--- config.mk ---
export PLATFORM = sky130hd
export DESIGN_NAME = matmul_requester_flat
export DESIGN_NICKNAME = d
export VERILOG_FILES = /design/src/rtl/matmul_requester_pkg.sv /design/src/rtl/matmul_requester_if.sv /design/src/rtl/matmul_requester.sv /design/src/flat_wrapper.sv
export SDC_FILE = /design/constraint.sdc
export NUM_CORES = 1
export LEC_CHECK = 0
export CORE_MARGIN = 4
export CORE_UTILIZATION = 35
export DETAILED_ROUTE_END_ITERATION = 12
export GPL_TIMING_DRIVEN = 0
export PLACE_DENSITY_LB_ADDON = 0.25
export SLEW_MARGIN = 20
export SYNTH_ARGS = -nofsm -noshare
export SYNTH_HDL_FRONTEND = slang
export SYNTH_SLANG_ARGS = --single-unit
--- constraint.sdc ---
create_clock -name clk -period 1.8 [get_ports clk]
set_input_delay 0.27 -clock clk [delete_from_list [all_inputs] [get_ports clk]]
set_output_delay 0.27 -clock clk [all_outputs]
set_load 0.05 [all_outputs]
--- src/rtl/matmul_requester_pkg.sv ---
// Shared definitions for the 2x2 8-bit matrix-multiply issue path.
// Element offsets are common to the requester and the multiply unit.
package mm_pkg;

   localparam int MM_WORD_W  = 32;
   localparam int MM_ELEM_W  = 8;
   localparam int MM_A00_OFF = 0;
   localparam int MM_A01_OFF = 8;
   localparam int MM_A10_OFF = 16;
   localparam int MM_A11_OFF = 24;

   typedef enum logic [1:0] {
      IDLE  = 2'd0,
      ISSUE = 2'd1,
      WAIT  = 2'd2,
      RESP  = 2'd3
   } mm_req_state_t;

endpackage

--- src/rtl/matmul_requester_if.sv ---
// Request, multiply-unit and response signals of the matmul requester.
// slave is the requester's view; master is the surrounding pipeline/unit.
interface matmul_requester_if #(
   parameter int DEST_W = 3
);
   import mm_pkg::*;

   logic                 req_valid;
   logic                 req_ready;
   logic [MM_WORD_W-1:0] req_a;
   logic [MM_WORD_W-1:0] req_b;
   logic [DEST_W-1:0]    req_dest;
   logic                 mm_start;
   logic [MM_WORD_W-1:0] mm_a;
   logic [MM_WORD_W-1:0] mm_b;
   logic [MM_WORD_W-1:0] mm_c;
   logic                 mm_done;
   logic                 rsp_valid;
   logic                 rsp_ready;
   logic [MM_WORD_W-1:0] rsp_data;
   logic [DEST_W-1:0]    rsp_dest;
   logic                 rsp_err;

   modport slave (
      input  req_valid, req_a, req_b, req_dest, mm_c, mm_done, rsp_ready,
      output req_ready, mm_start, mm_a, mm_b, rsp_valid, rsp_data, rsp_dest, rsp_err
   );

   modport master (
      output req_valid, req_a, req_b, req_dest, mm_c, mm_done, rsp_ready,
      input  req_ready, mm_start, mm_a, mm_b, rsp_valid, rsp_data, rsp_dest, rsp_err
   );

endinterface

--- src/rtl/matmul_requester.sv ---
// Issue-side controller for the 2x2 matrix-multiply unit: one request in
// flight, start pulse, filtered level-done with timeout, tagged response.
module matmul_requester
   import mm_pkg::*;
#(
   parameter int TIMEOUT = 16,
   parameter int DEST_W  = 3
) (
   input  logic               clk,
   input  logic               rst_n,
   matmul_requester_if.slave  bus,
   output logic               busy,
   output logic [15:0]        op_cnt
);

   localparam logic [7:0] CNT_LAST = 8'(TIMEOUT - 1);

   mm_req_state_t        state_q, state_d;
   logic                 req_ready_q, req_ready_d;
   logic                 mm_start_q, mm_start_d;
   logic [MM_WORD_W-1:0] mm_a_q, mm_a_d;
   logic [MM_WORD_W-1:0] mm_b_q, mm_b_d;
   logic [DEST_W-1:0]    dest_q, dest_d;
   logic                 seen_low_q, seen_low_d;
   logic [7:0]           cnt_q, cnt_d;
   logic                 rsp_valid_q, rsp_valid_d;
   logic [MM_WORD_W-1:0] rsp_data_q, rsp_data_d;
   logic                 rsp_err_q, rsp_err_d;
   logic                 busy_q, busy_d;
   logic [15:0]          op_cnt_q, op_cnt_d;

   always_comb begin
      state_d    = state_q;
      mm_a_d     = mm_a_q;
      mm_b_d     = mm_b_q;
      dest_d     = dest_q;
      seen_low_d = seen_low_q;
      cnt_d      = cnt_q;
      rsp_data_d = rsp_data_q;
      rsp_err_d  = rsp_err_q;
      op_cnt_d   = op_cnt_q;
      case (state_q)
         IDLE: begin
            if (bus.req_valid && req_ready_q) begin
               mm_a_d  = bus.req_a;
               mm_b_d  = bus.req_b;
               dest_d  = bus.req_dest;
               state_d = ISSUE;
            end
         end
         ISSUE: begin
            seen_low_d = 1'b0;
            cnt_d      = '0;
            state_d    = WAIT;
         end
         WAIT: begin
            if (!bus.mm_done) seen_low_d = 1'b1;
            // done only counts once it has been seen low since the start;
            // a real completion beats a timeout landing on the same cycle
            if (seen_low_q && bus.mm_done) begin
               rsp_data_d = bus.mm_c;
               rsp_err_d  = 1'b0;
               state_d    = RESP;
            end else if (cnt_q == CNT_LAST) begin
               rsp_data_d = '0;
               rsp_err_d  = 1'b1;
               state_d    = RESP;
            end else begin
               cnt_d = cnt_q + 8'd1;
            end
         end
         RESP: begin
            if (bus.rsp_ready) begin
               state_d = IDLE;
               if (!rsp_err_q && op_cnt_q != 16'hFFFF) op_cnt_d = op_cnt_q + 16'd1;
            end
         end
         default: state_d = IDLE;
      endcase
      // status outputs are registered copies of the next state
      mm_start_d  = (state_d == ISSUE);
      req_ready_d = (state_d == IDLE);
      rsp_valid_d = (state_d == RESP);
      busy_d      = (state_d != IDLE);
   end

   always_ff @(posedge clk or negedge rst_n) begin
      if (!rst_n) begin
         state_q     <= IDLE;
         req_ready_q <= 1'b0;
         mm_start_q  <= 1'b0;
         mm_a_q      <= '0;
         mm_b_q      <= '0;
         dest_q      <= '0;
         seen_low_q  <= 1'b0;
         cnt_q       <= '0;
         rsp_valid_q <= 1'b0;
         rsp_data_q  <= '0;
         rsp_err_q   <= 1'b0;
         busy_q      <= 1'b0;
         op_cnt_q    <= '0;
      end else begin
         state_q     <= state_d;
         req_ready_q <= req_ready_d;
         mm_start_q  <= mm_start_d;
         mm_a_q      <= mm_a_d;
         mm_b_q      <= mm_b_d;
         dest_q      <= dest_d;
         seen_low_q  <= seen_low_d;
         cnt_q       <= cnt_d;
         rsp_valid_q <= rsp_valid_d;
         rsp_data_q  <= rsp_data_d;
         rsp_err_q   <= rsp_err_d;
         busy_q      <= busy_d;
         op_cnt_q    <= op_cnt_d;
      end
   end

   assign bus.req_ready = req_ready_q;
   assign bus.mm_start  = mm_start_q;
   assign bus.mm_a      = mm_a_q;
   assign bus.mm_b      = mm_b_q;
   assign bus.rsp_valid = rsp_valid_q;
   assign bus.rsp_data  = rsp_data_q;
   assign bus.rsp_dest  = dest_q;
   assign bus.rsp_err   = rsp_err_q;
   assign busy          = busy_q;
   assign op_cnt        = op_cnt_q;

endmodule

--- src/flat_wrapper.sv ---
// flat-port wrapper written by rule: the top's interface ports become plain ports
module matmul_requester_flat import mm_pkg::*;
#(
   parameter int TIMEOUT = 16,
   parameter int DEST_W  = 3
)
  (clk, rst_n, busy, op_cnt, bus_req_valid, bus_req_a, bus_req_b, bus_req_dest, bus_mm_c, bus_mm_done, bus_rsp_ready, bus_req_ready, bus_mm_start, bus_mm_a, bus_mm_b, bus_rsp_valid, bus_rsp_data, bus_rsp_dest, bus_rsp_err);
  matmul_requester_if #(.DEST_W(DEST_W)) bus_i ();
  input  logic clk;
  input  logic rst_n;
  output logic busy;
  output logic [15:0] op_cnt;
  input wire logic [$bits(bus_i.req_valid)-1:0] bus_req_valid;
  input wire logic [$bits(bus_i.req_a)-1:0] bus_req_a;
  input wire logic [$bits(bus_i.req_b)-1:0] bus_req_b;
  input wire logic [$bits(bus_i.req_dest)-1:0] bus_req_dest;
  input wire logic [$bits(bus_i.mm_c)-1:0] bus_mm_c;
  input wire logic [$bits(bus_i.mm_done)-1:0] bus_mm_done;
  input wire logic [$bits(bus_i.rsp_ready)-1:0] bus_rsp_ready;
  output wire logic [$bits(bus_i.req_ready)-1:0] bus_req_ready;
  output wire logic [$bits(bus_i.mm_start)-1:0] bus_mm_start;
  output wire logic [$bits(bus_i.mm_a)-1:0] bus_mm_a;
  output wire logic [$bits(bus_i.mm_b)-1:0] bus_mm_b;
  output wire logic [$bits(bus_i.rsp_valid)-1:0] bus_rsp_valid;
  output wire logic [$bits(bus_i.rsp_data)-1:0] bus_rsp_data;
  output wire logic [$bits(bus_i.rsp_dest)-1:0] bus_rsp_dest;
  output wire logic [$bits(bus_i.rsp_err)-1:0] bus_rsp_err;
  assign bus_i.req_valid = bus_req_valid;
  assign bus_i.req_a = bus_req_a;
  assign bus_i.req_b = bus_req_b;
  assign bus_i.req_dest = bus_req_dest;
  assign bus_i.mm_c = bus_mm_c;
  assign bus_i.mm_done = bus_mm_done;
  assign bus_i.rsp_ready = bus_rsp_ready;
  assign bus_req_ready = bus_i.req_ready;
  assign bus_mm_start = bus_i.mm_start;
  assign bus_mm_a = bus_i.mm_a;
  assign bus_mm_b = bus_i.mm_b;
  assign bus_rsp_valid = bus_i.rsp_valid;
  assign bus_rsp_data = bus_i.rsp_data;
  assign bus_rsp_dest = bus_i.rsp_dest;
  assign bus_rsp_err = bus_i.rsp_err;
  matmul_requester #(.TIMEOUT(TIMEOUT), .DEST_W(DEST_W)) u_core (.clk(clk), .rst_n(rst_n), .bus(bus_i), .busy(busy), .op_cnt(op_cnt));
endmodule
==> flow_summary.ini, run 1 <==
[final_layout]
antenna_cells = 0
fillers = 1272
drive_gt1_share_pct = 23.9
most-common-layout-cells = dlygate4sd2_1 (120), dfrtp_1 (118), clkdlybuf4s50_1 (102)
syn_to_final_growth_pct = 58.8
nets = 743
finish.utilization_pct = 57.3
multi_input_area_um2 = 1980
stdcell_area_um2 = 8400
seqCellArea_um2 = 3290
layout_commonest_cell = dlygate4sd2_1

[logic_synthesis]
synth-adder-area-share_pct = 1.66
async_flop_share_pct = 100
syn_area_um2 = 5290
ys_warn_count = 0
synth_top_family_by_area = multiplexers
syn-num-nets = 493
synth_xor_area_share_pct = 2.15
synth_area_per_cell_um2 = 13.8
synthMuxAreaShare_pct = 14.9
synth-main-ff-cell = dfrtp_1
yosys.area_share.simple_pct = 9.42
synth-edff-count = 0
synth_cell_type_count = 46
synth-compound-area-share_pct = 8.19
yosysSeqAreaShare_pct = 62.0
ys_ff_latch = 131
syn_inst = 382

[setup_path]
worstPathCellList = ha_4, nand4_4, or4_4, nor2_2, mux2_4
regToRegSetupSlack_ps = 7
path_max_fanout = 4
worstPathArrival_ps = 2090
cp_slowest_cell = or4_4
cp.required_ps = 2090
reg2reg_depth = 5
cpPeakStageDelay_ps = 570
cp-start-kind = flop
worstSetupPathType = reg -> reg
worstSetupEndpointType = flop

[power]
p_seq_share_pct = 28.8
clkPwrFrac_pct = 19.8
combPwrFrac_pct = 51.4
switching_share_pct = 46.7
max-vdd-ir-drop_mv = 1.04
p_per_area_nw_per_um2 = 2000
p_switching_uw = 7860
leakage_uw = 0.00395
internal_power_uw = 8970

[place]
dp_hpwl_um = 10900
placed_cell_area_um2 = 7830
numPortBuffers = 223
routabilityCongestion = 0.810

[sta]
setup_viol = 0
period_needed_ps = 1790
finalSetupTns_ps = 0
rsz0062_at_grt = true
hold_viol = 0
fmax_ghz = 0.558
worst_pin_slew_ps = 557
worst_hold_slack_ps = 421
slew_violations = 0
period_share_pct = 99.6
finClkSkew_ps = 9.26
maxSlewHeadroom_pct = 62.8

[grt]
grtUsageMet2_pct = 27.1
grt_pass1_vias = 4441
grt_pass1_wl_um = 22200
met3_usage_pct = 7.36
grtUsageMet1_pct = 19.5
busiest_layer = met2
grt_max_degree = 73
track_usage_pct = 16.8
antenna_found_initial = 0
overflow = 0

[floorplan]
fp.dieW_um = 131
core_um2 = 14600
initial_core_util_pct = 36.1
dieHeight_um = 131
fp-row-count = 44
dieArea_um2 = 17100
design.portCount = 224

[status]
status = complete, no violations

[drt]
drcViolationCount = 0
vias = 4108
ant_nets = 0
finalWirelength_um = 14400
drt_first_pass_iters = 4
viasPerCell = 4.96
avgRoutedWirePerCell_um = 17.4
drt_iter0_markers = 167

[worst_hold_path]
hold_path.class = in -> async

[clocking]
cts_tree = done
clkLatencyLatePin_ps = 410
cts-buffers-inserted = 17
cts_root_buffer = clkbuf_16
cts.sinks = 131
cts-htree-levels = 4
cts.clk_slew.worst_paths_ps = 60
cts.path.max_buffers = 2

[job]
maxCapViolations = 0
[critical path: cells and delay by family, from the launching register on]
kind | cells | cell delay (ps)
and+or+nand+nor | 3 | 830
DFF | 1 | 390
muxes | 1 | 300
adders and majority gates | 1 | 160
[area by class of cell]
class,instances,area share (%)
Buffer,14,1.33
Sequential cell,131,39.2
Timing Repair Buffer,232,25.9
Inverter,7,0.313
Clock buffer,18,5.23
Tap cell,184,2.74
Multi-Input combinational cell,229,23.6
Clock inverter,14,1.64
[per-layer routing]
metal / up-vias / share of wire [%]
li1: 1893 / -
met1: 1995 / 40
met2: 196 / 48
met3: 24 / 10
met4: 0 / 2.3
met5: - / 0
[cells by family (layout without fill, tap and decap cells)]
family          after synthesis  in the layout
flops                       131            131
fa+ha+maj                     7              7
simple gates                 86             86
buf+inv                      22            285
xor+xnor                     13             13
compound gates               53             53
mux                          70             70
[power by group through the flow]
stage	Sequential (uW)	Clock [uW]	Combinational [uW]
finish	4850	3330	8650
floorplan	9070	0	1880
global placement	4910	0	9280
global route	5010	3540	9120
detailed placement	4940	0	9410
CTS	4870	3410	8710
[timing repair]
action	CTS	global route
buffers inserted	5	2
hold buffers	1	0
setup endpoints to repair	224	79
hold endpoints to repair	71	0
pin swaps	1	1
resized for setup	137	13
[worst paths after layout]
path | start | end
setup reg to reg | u_core.op_cnt[1]$_DFFE_PN0P_ | u_core.op_cnt[14]$_DFFE_PN0P_
hold reg to reg | u_core.op_cnt[13]$_DFFE_PN0P_ | u_core.op_cnt[13]$_DFFE_PN0P_
hold / removal | rst_n | u_core.op_cnt[12]$_DFFE_PN0P_
setup / recovery | u_core.op_cnt[1]$_DFFE_PN0P_ | u_core.op_cnt[14]$_DFFE_PN0P_
min in group clk | bus_mm_c[5] | u_core.bus.rsp_data[5]$_DFFE_PN0P_
max in group asynchronous | rst_n | u_core.bus.mm_a[11]$_DFFE_PN0P_
[state kept, by name, indices dropped and copies added, names as in the netlist, 2 cells and up]
register,flops
u_core.cnt_q,8
u_core.bus.rsp_dest,3
u_core.state_q,2
u_core.bus.mm_a,32
u_core.op_cnt,16
u_core.bus.rsp_data,32
u_core.bus.mm_b,32
[through the flow]
step | worst slack, ps | power [uW] | cells
after detailed placement | -447 | 14400 | 790
after floorplan | -183 | 11000 | 382
after global placement | -5040 | 14200 | 789
after CTS | 2.45 | 17000 | 827
after global routing | -86.6 | 17700 | 829
final | 6.86 | 16800 | 829
[synth_stat cells (2+ instances only)]
master / count / area [um2]
a21oi_1: 3 / 15.0
a22o_1: 29 / 254
a311o_1: 2 / 20.0
and3_1: 3 / 18.8
buf_1: 3 / 11.3
buf_2: 5 / 25.0
clkbuf_1: 7 / 26.3
dfrtp_1: 131 / 3280
ha_1: 7 / 87.6
inv_1: 7 / 26.3
mux2_2: 70 / 788
nand2_1: 19 / 71.3
nand2b_1: 4 / 25.0
nand3_1: 13 / 65.1
nand4_1: 7 / 43.8
nor2_1: 9 / 33.8
nor2b_1: 4 / 25.0
nor3_1: 6 / 30.0
nor4_1: 6 / 37.5
nor4b_1: 3 / 26.3
o21ai_0: 7 / 35.0
or3_1: 2 / 12.5
xor2_1: 12 / 105
Note: power is estimated with default switching activity, not from simulation.
==> run 2: changes to the inputs <==
--- a/config.mk
+++ b/config.mk
@@ -10,6 +10,8 @@
 export DETAILED_ROUTE_END_ITERATION = 12
 export GPL_TIMING_DRIVEN = 0
 export PLACE_DENSITY_LB_ADDON = 0.25
+export REMOVE_ABC_BUFFERS = 1
+export SETUP_SLACK_MARGIN = 0.4
 export SLEW_MARGIN = 20
 export SYNTH_ARGS = -nofsm -noshare
 export SYNTH_HDL_FRONTEND = slang
==> run 2 against run 1 <==
The flow now finishes with violations (setup timing). Clock power up 15%. Cell area up 12%. Power is 12% higher. Critical path depth increased by 3. Global-route usage increased by 3.1 points. Die area unchanged. Combinational power rose by 17%. Clock-buffer cell count increased by 2.
==> flow_summary.ini, run 2 (synthesized netlist as in run 1, its figures left out) <==
[power]
combPwrFrac_pct = 53.6
max-vdd-ir-drop_mv = 1.18
leakage_uw = 0.00438
switching_share_pct = 45.6
p_switching_uw = 8630
p_per_area_nw_per_um2 = 2010
clkPwrFrac_pct = 20.3
p_seq_share_pct = 26.1
internal_power_uw = 10300
finalPower_uw = 18900

[setup_path]
worstSetupEndpointType = flop
path_max_fanout = 6
regToRegSetupSlack_ps = -3
crit_buf_inv = 4
worstPathCellList = inv_2, ha_4, nor2b_4, a31oi_4, buf_12, buf_12, buf_16, a22o_1
cp_common_cell = buf_12
cp-start-kind = flop
critical_path.top_delay_family = buffers and inverters
cpPeakStageDelay_ps = 420
cp.required_ps = 2100
worstSetupPathType = reg -> reg
worstPathArrival_ps = 2110
cp_slowest_cell = dfrtp_1

[clocking]
cts.sinks = 131
cts_tree = done
cts_root_buffer = clkbuf_16
cts.path.max_buffers = 2
cts-htree-levels = 4
cts-buffers-inserted = 17
cts.clk_slew.worst_paths_ps = 60
clkLatencyLatePin_ps = 420

[grt]
grt_pass1_wl_um = 25800
grt_pass1_vias = 4806
antenna_found_initial = 0
track_usage_pct = 19.9
overflow = 0
grt_max_degree = 94

[final_layout]
syn_to_final_growth_pct = 78.3
drive_gt1_share_pct = 53.7
most-common-layout-cells = dfrtp_1 (120), clkdlybuf4s50_1 (102), buf_2 (97)
stdcell_count = 886
layout_commonest_cell = dfrtp_1
antenna_cells = 0
nets = 800
stdcell_area_um2 = 9430

[drt]
viasPerCell = 5.03
drcViolationCount = 0
drt_first_pass_iters = 4
drt_iter0_markers = 207
ant_nets = 0
vias = 4456
finalWirelength_um = 18100
avgRoutedWirePerCell_um = 20.5

[sta]
rsz0062_at_grt = true
period_needed_ps = 1800
period_share_pct = 100
worst_slack_ps = -3.13
slew_violations = 0
worst_hold_slack_ps = 311
fmax_ghz = 0.555
worst_pin_slew_ps = 499
maxSlewHeadroom_pct = 66.8
finClkSkew_ps = 8.12
setup_viol = 4
hold_viol = 0
finalSetupTns_ps = -7.01

[floorplan]
initial_core_util_pct = 36.1
dieArea_um2 = 17100
design.portCount = 224
core_um2 = 14600
fp.dieW_um = 131
fp-row-count = 44
dieHeight_um = 131

[place]
placed_cell_area_um2 = 7790
dp_hpwl_um = 10000
place_inst = 777
routabilityCongestion = 0.823
numPortBuffers = 223

[job]
maxCapViolations = 0

[status]
violations = setup timing
status = complete, but fails checks

[worst_hold_path]
hold_path.class = in -> async
## run 2: changes by cell type in the layout (fill, tap and decap cells not counted), moves of 6 or more
| cell | previous run | this run |
|---|---|---|
| dlygate4sd2_1 | 120 | 0 |
| buf_2 | 4 | 97 |
| buf_4 | 8 | 47 |
| buf_6 | 3 | 20 |
| mux2_2 | 69 | 54 |
| mux2_4 | 1 | 16 |
| buf_16 | 1 | 12 |
| o21ai_0 | 7 | 0 |
| buf_12 | 0 | 6 |
| buf_8 | 2 | 8 |
| nor2_1 | 8 | 2 |
| nor3_1 | 6 | 0 |
## run 2: routing by layer
metal  part of all wire (%)  track usage, %  up-vias
li1                       -               -     2038
met1                     37            22.1     2215
met2                     53            35.1      176
met3                    7.6            6.91       27
met4                    2.1            7.86        0
met5                      0               0        -
## run 2: repair_timing
action	CTS	global route
buffers inserted	45	17
resized for setup	694	100
hold buffers	1	0
setup endpoints to repair	251	142
hold endpoints to repair	38	0
gates cloned	13	1
pin swaps	26	29
## run 2: worst register-to-register path: cells and delay by family, from the launching register on
family / cells / cell delay [ps]
buffers and inverters: 4 / 540
AND/OR/NAND/NOR: 1 / 200
AO/OA/AOI/OAI: 2 / 290
adder cells (fa/ha/maj): 1 / 220
flip-flops: 1 / 420
## run 2: power by group through the flow
stage,clock network (uW),logic [uW],registers (uW)
final,3840,10100,4930
after global routing,4050,10600,5070
after CTS,3920,9590,4890
after detailed placement,0,9350,4930
after global placement,0,9290,4870
after floorplan,0,1890,9050
## run 2: layout make-up
cell class,instances,area [um2]
flip-flops and latches,131,3290
multi-input cells,233,2510
inverters,7,33.8
clock inverters,12,203
well taps,184,230
fillers,1088,5220
repair buffers,299,2710
clock buffers,20,457
## run 2: metrics by stage
step           setup slack, ps  utilization, %
2_1_floorplan            -1400               -
3_3_place_gp             -4590            52.5
3_5_place_dp              -655            53.2
4_1_cts                   14.3            60.7
5_1_grt                  -61.9            64.4
6_report                 -3.13            64.4
## run 2: final timing paths
| check | start | end | depth (start not counted) |
|---|---|---|---|
| max in group asynchronous | rst_n | u_core.op_cnt[2]$_DFFE_PN0P_ | 3 |
| worst max-delay path | u_core.state_q[0]$_DFF_PN0_ | u_core.bus.rsp_data[17]$_DFFE_PN0P_ | 8 |
| worst max register to register | u_core.state_q[0]$_DFF_PN0_ | u_core.bus.rsp_data[17]$_DFFE_PN0P_ | 8 |
| worst min register to register | u_core.bus.mm_a[6]$_DFFE_PN0P_ | u_core.bus.mm_a[6]$_DFFE_PN0P_ | 1 |
| worst min-delay path | rst_n | u_core.bus.mm_b[11]$_DFFE_PN0P_ | 2 |
| min in group clk | bus_mm_c[10] | u_core.bus.rsp_data[10]$_DFFE_PN0P_ | 3 |
==> run 3: changes to the inputs <==
--- a/config.mk
+++ b/config.mk
@@ -10,7 +10,6 @@
 export DETAILED_ROUTE_END_ITERATION = 12
 export GPL_TIMING_DRIVEN = 0
 export PLACE_DENSITY_LB_ADDON = 0.25
-export REMOVE_ABC_BUFFERS = 1
 export SETUP_SLACK_MARGIN = 0.4
 export SLEW_MARGIN = 20
 export SYNTH_ARGS = -nofsm -noshare
==> run 3 against run 2 <==
Utilization down 0.88 points. Maximum frequency up 2.8%. Largest power group unchanged. Cell area down 1.4%. The run now ends clean.
==> flow_summary.ini, run 3 (synthesized netlist as in run 1, its figures left out) <==
[final_layout]
antenna_cells = 0
drive_gt1_share_pct = 54.0
layout_commonest_cell = dfrtp_1
most-common-layout-cells = dfrtp_1 (112), buf_2 (106), clkdlybuf4s50_1 (102)
multi_input_area_um2 = 2430
syn_to_final_growth_pct = 75.9
fillers = 1106
seqCellArea_um2 = 3300
nets = 798

[drt]
vias = 4392
avgRoutedWirePerCell_um = 19.4
drt_first_pass_iters = 4
viasPerCell = 4.97
finalWirelength_um = 17100
drcViolationCount = 0
ant_nets = 0
drt_iter0_markers = 167

[setup_path]
worstSetupEndpointType = flop
worstSetupPathType = reg -> reg
worstPathArrival_ps = 2050
cpPeakStageDelay_ps = 420
worstPathCellList = inv_4, ha_4, and3_4, buf_8, a31oi_4, buf_6, nand2_2, a311o_1
path_max_fanout = 5
cp-start-kind = flop
cp.required_ps = 2100
cp_slowest_cell = dfrtp_2

[sta]
maxSlewHeadroom_pct = 65.5
finClkSkew_ps = 9.62
worst_hold_slack_ps = 397
hold_viol = 0
period_needed_ps = 1750
setup_viol = 0
slew_violations = 0
rsz0062_at_grt = true
worst_slack_ps = 46.1
fmax_ghz = 0.570
period_share_pct = 97.4
worst_pin_slew_ps = 517

[floorplan]
design.portCount = 224
fp.dieW_um = 131
dieArea_um2 = 17100
core_um2 = 14600
fp-row-count = 44
initial_core_util_pct = 36.1
dieHeight_um = 131

[worst_hold_path]
hold_path.class = in -> async

[clocking]
cts.path.max_buffers = 2
cts.clk_slew.worst_paths_ps = 60
cts.sinks = 131
cts-buffers-inserted = 17
cts-htree-levels = 4
clkLatencyLatePin_ps = 420
cts_root_buffer = clkbuf_16
cts_tree = done

[place]
numPortBuffers = 223
routabilityCongestion = 0.815
dp_hpwl_um = 11300
dp_slack_ps = -344

[grt]
overflow = 0
track_usage_pct = 19.2
grt_max_degree = 67
grt_pass1_wl_um = 25000
antenna_found_initial = 0
grt_pass1_vias = 4536

[power]
max-vdd-ir-drop_mv = 1.12
leakage_uw = 0.00439
p_per_area_nw_per_um2 = 1960

[status]
status = complete, no violations

[job]
maxCapViolations = 0
## run 3: cell count changes in the layout (fill, tap and decap cells not counted), sizes merged
| cell | change |
|---|---|
| clkinvlp | +3 |
| clkinv | +2 |
| bufinv | -3 |
| buf | +1 |
| clkbuf | -1 |
| and3 | -2 |
| nand3 | -2 |
## run 3: path summary, 6_finish.rpt
path | end | from | slack (ps) | cells after the start
worst min register to register | u_core.op_cnt[13]$_DFFE_PN0P_ | u_core.op_cnt[13]$_DFFE_PN0P_ | 480 | 1
worst max-delay path | u_core.cnt_q[3]$_DFFE_PN0P_ | u_core.state_q[0]$_DFF_PN0_ | 50 | 8
worst min-delay path | u_core.bus.mm_b[29]$_DFFE_PN0P_ | rst_n | 400 | 2
max in group asynchronous | u_core.op_cnt[1]$_DFFE_PN0P_ | rst_n | 670 | 3
worst max register to register | u_core.cnt_q[3]$_DFFE_PN0P_ | u_core.state_q[0]$_DFF_PN0_ | 50 | 8
min in group clk | u_core.bus.rsp_data[1]$_DFFE_PN0P_ | bus_mm_c[1] | 430 | 3
## run 3: timing repair
action | 4_1_cts | 5_1_grt
hold buffers | 1 | 0
cloned | 4 | 5
endpoints found under the hold margin | 65 | 0
resized for setup | 667 | 72
setup buffers | 39 | 13
pin swaps | 21 | 18
setup endpoints to repair | 250 | 141
## run 3: power by group
| group | internal (uW) | switching [uW] | total [uW] |
|---|---|---|---|
| Clock | 2060 | 1300 | 3360 |
| Combinational | 3530 | 6370 | 9910 |
| Sequential | 4210 | 702 | 4910 |
## run 3: worst max-delay path: cells and delay by family (launching register included)
family / cells / cell delay (ps)
flops: 1 / 420
buf+inv: 3 / 340
simple gates: 2 / 220
compound gates: 2 / 480
fa+ha+maj: 1 / 180
## run 3: per-stage QoR
step	power, uW	cells	utilization, %	area, um2	TNS [ps]
detailed placement	14800	790	55.5	8120	-9300
global placement	14700	789	55.2	8090	-617230
CTS	17900	866	60.5	8860	0
finish	18200	884	63.5	9300	0
floorplan	11400	382	-	5630	-243
global route	19000	884	63.5	9300	-9.03
## run 3: cell type report
type | instances | area share, %
Clock inverter | 14 | 1.48
Buffer | 15 | 2.56
Timing Repair Buffer | 286 | 26.8
Inverter | 7 | 0.309
Tap cell | 184 | 2.48
Multi-Input combinational cell | 229 | 26.1
Clock buffer | 18 | 4.72
Sequential cell | 131 | 35.5
## run 3: layer usage
layer	part of all wire (%)	vias up	routed length, um	global-route usage (%)
li1	-	2018	-	-
met2	52	178	8870	32.7
met5	0	-	0	0
met3	7.2	36	1240	6.26
met4	2.7	0	469	8.17
met1	38	2160	6530	22.4
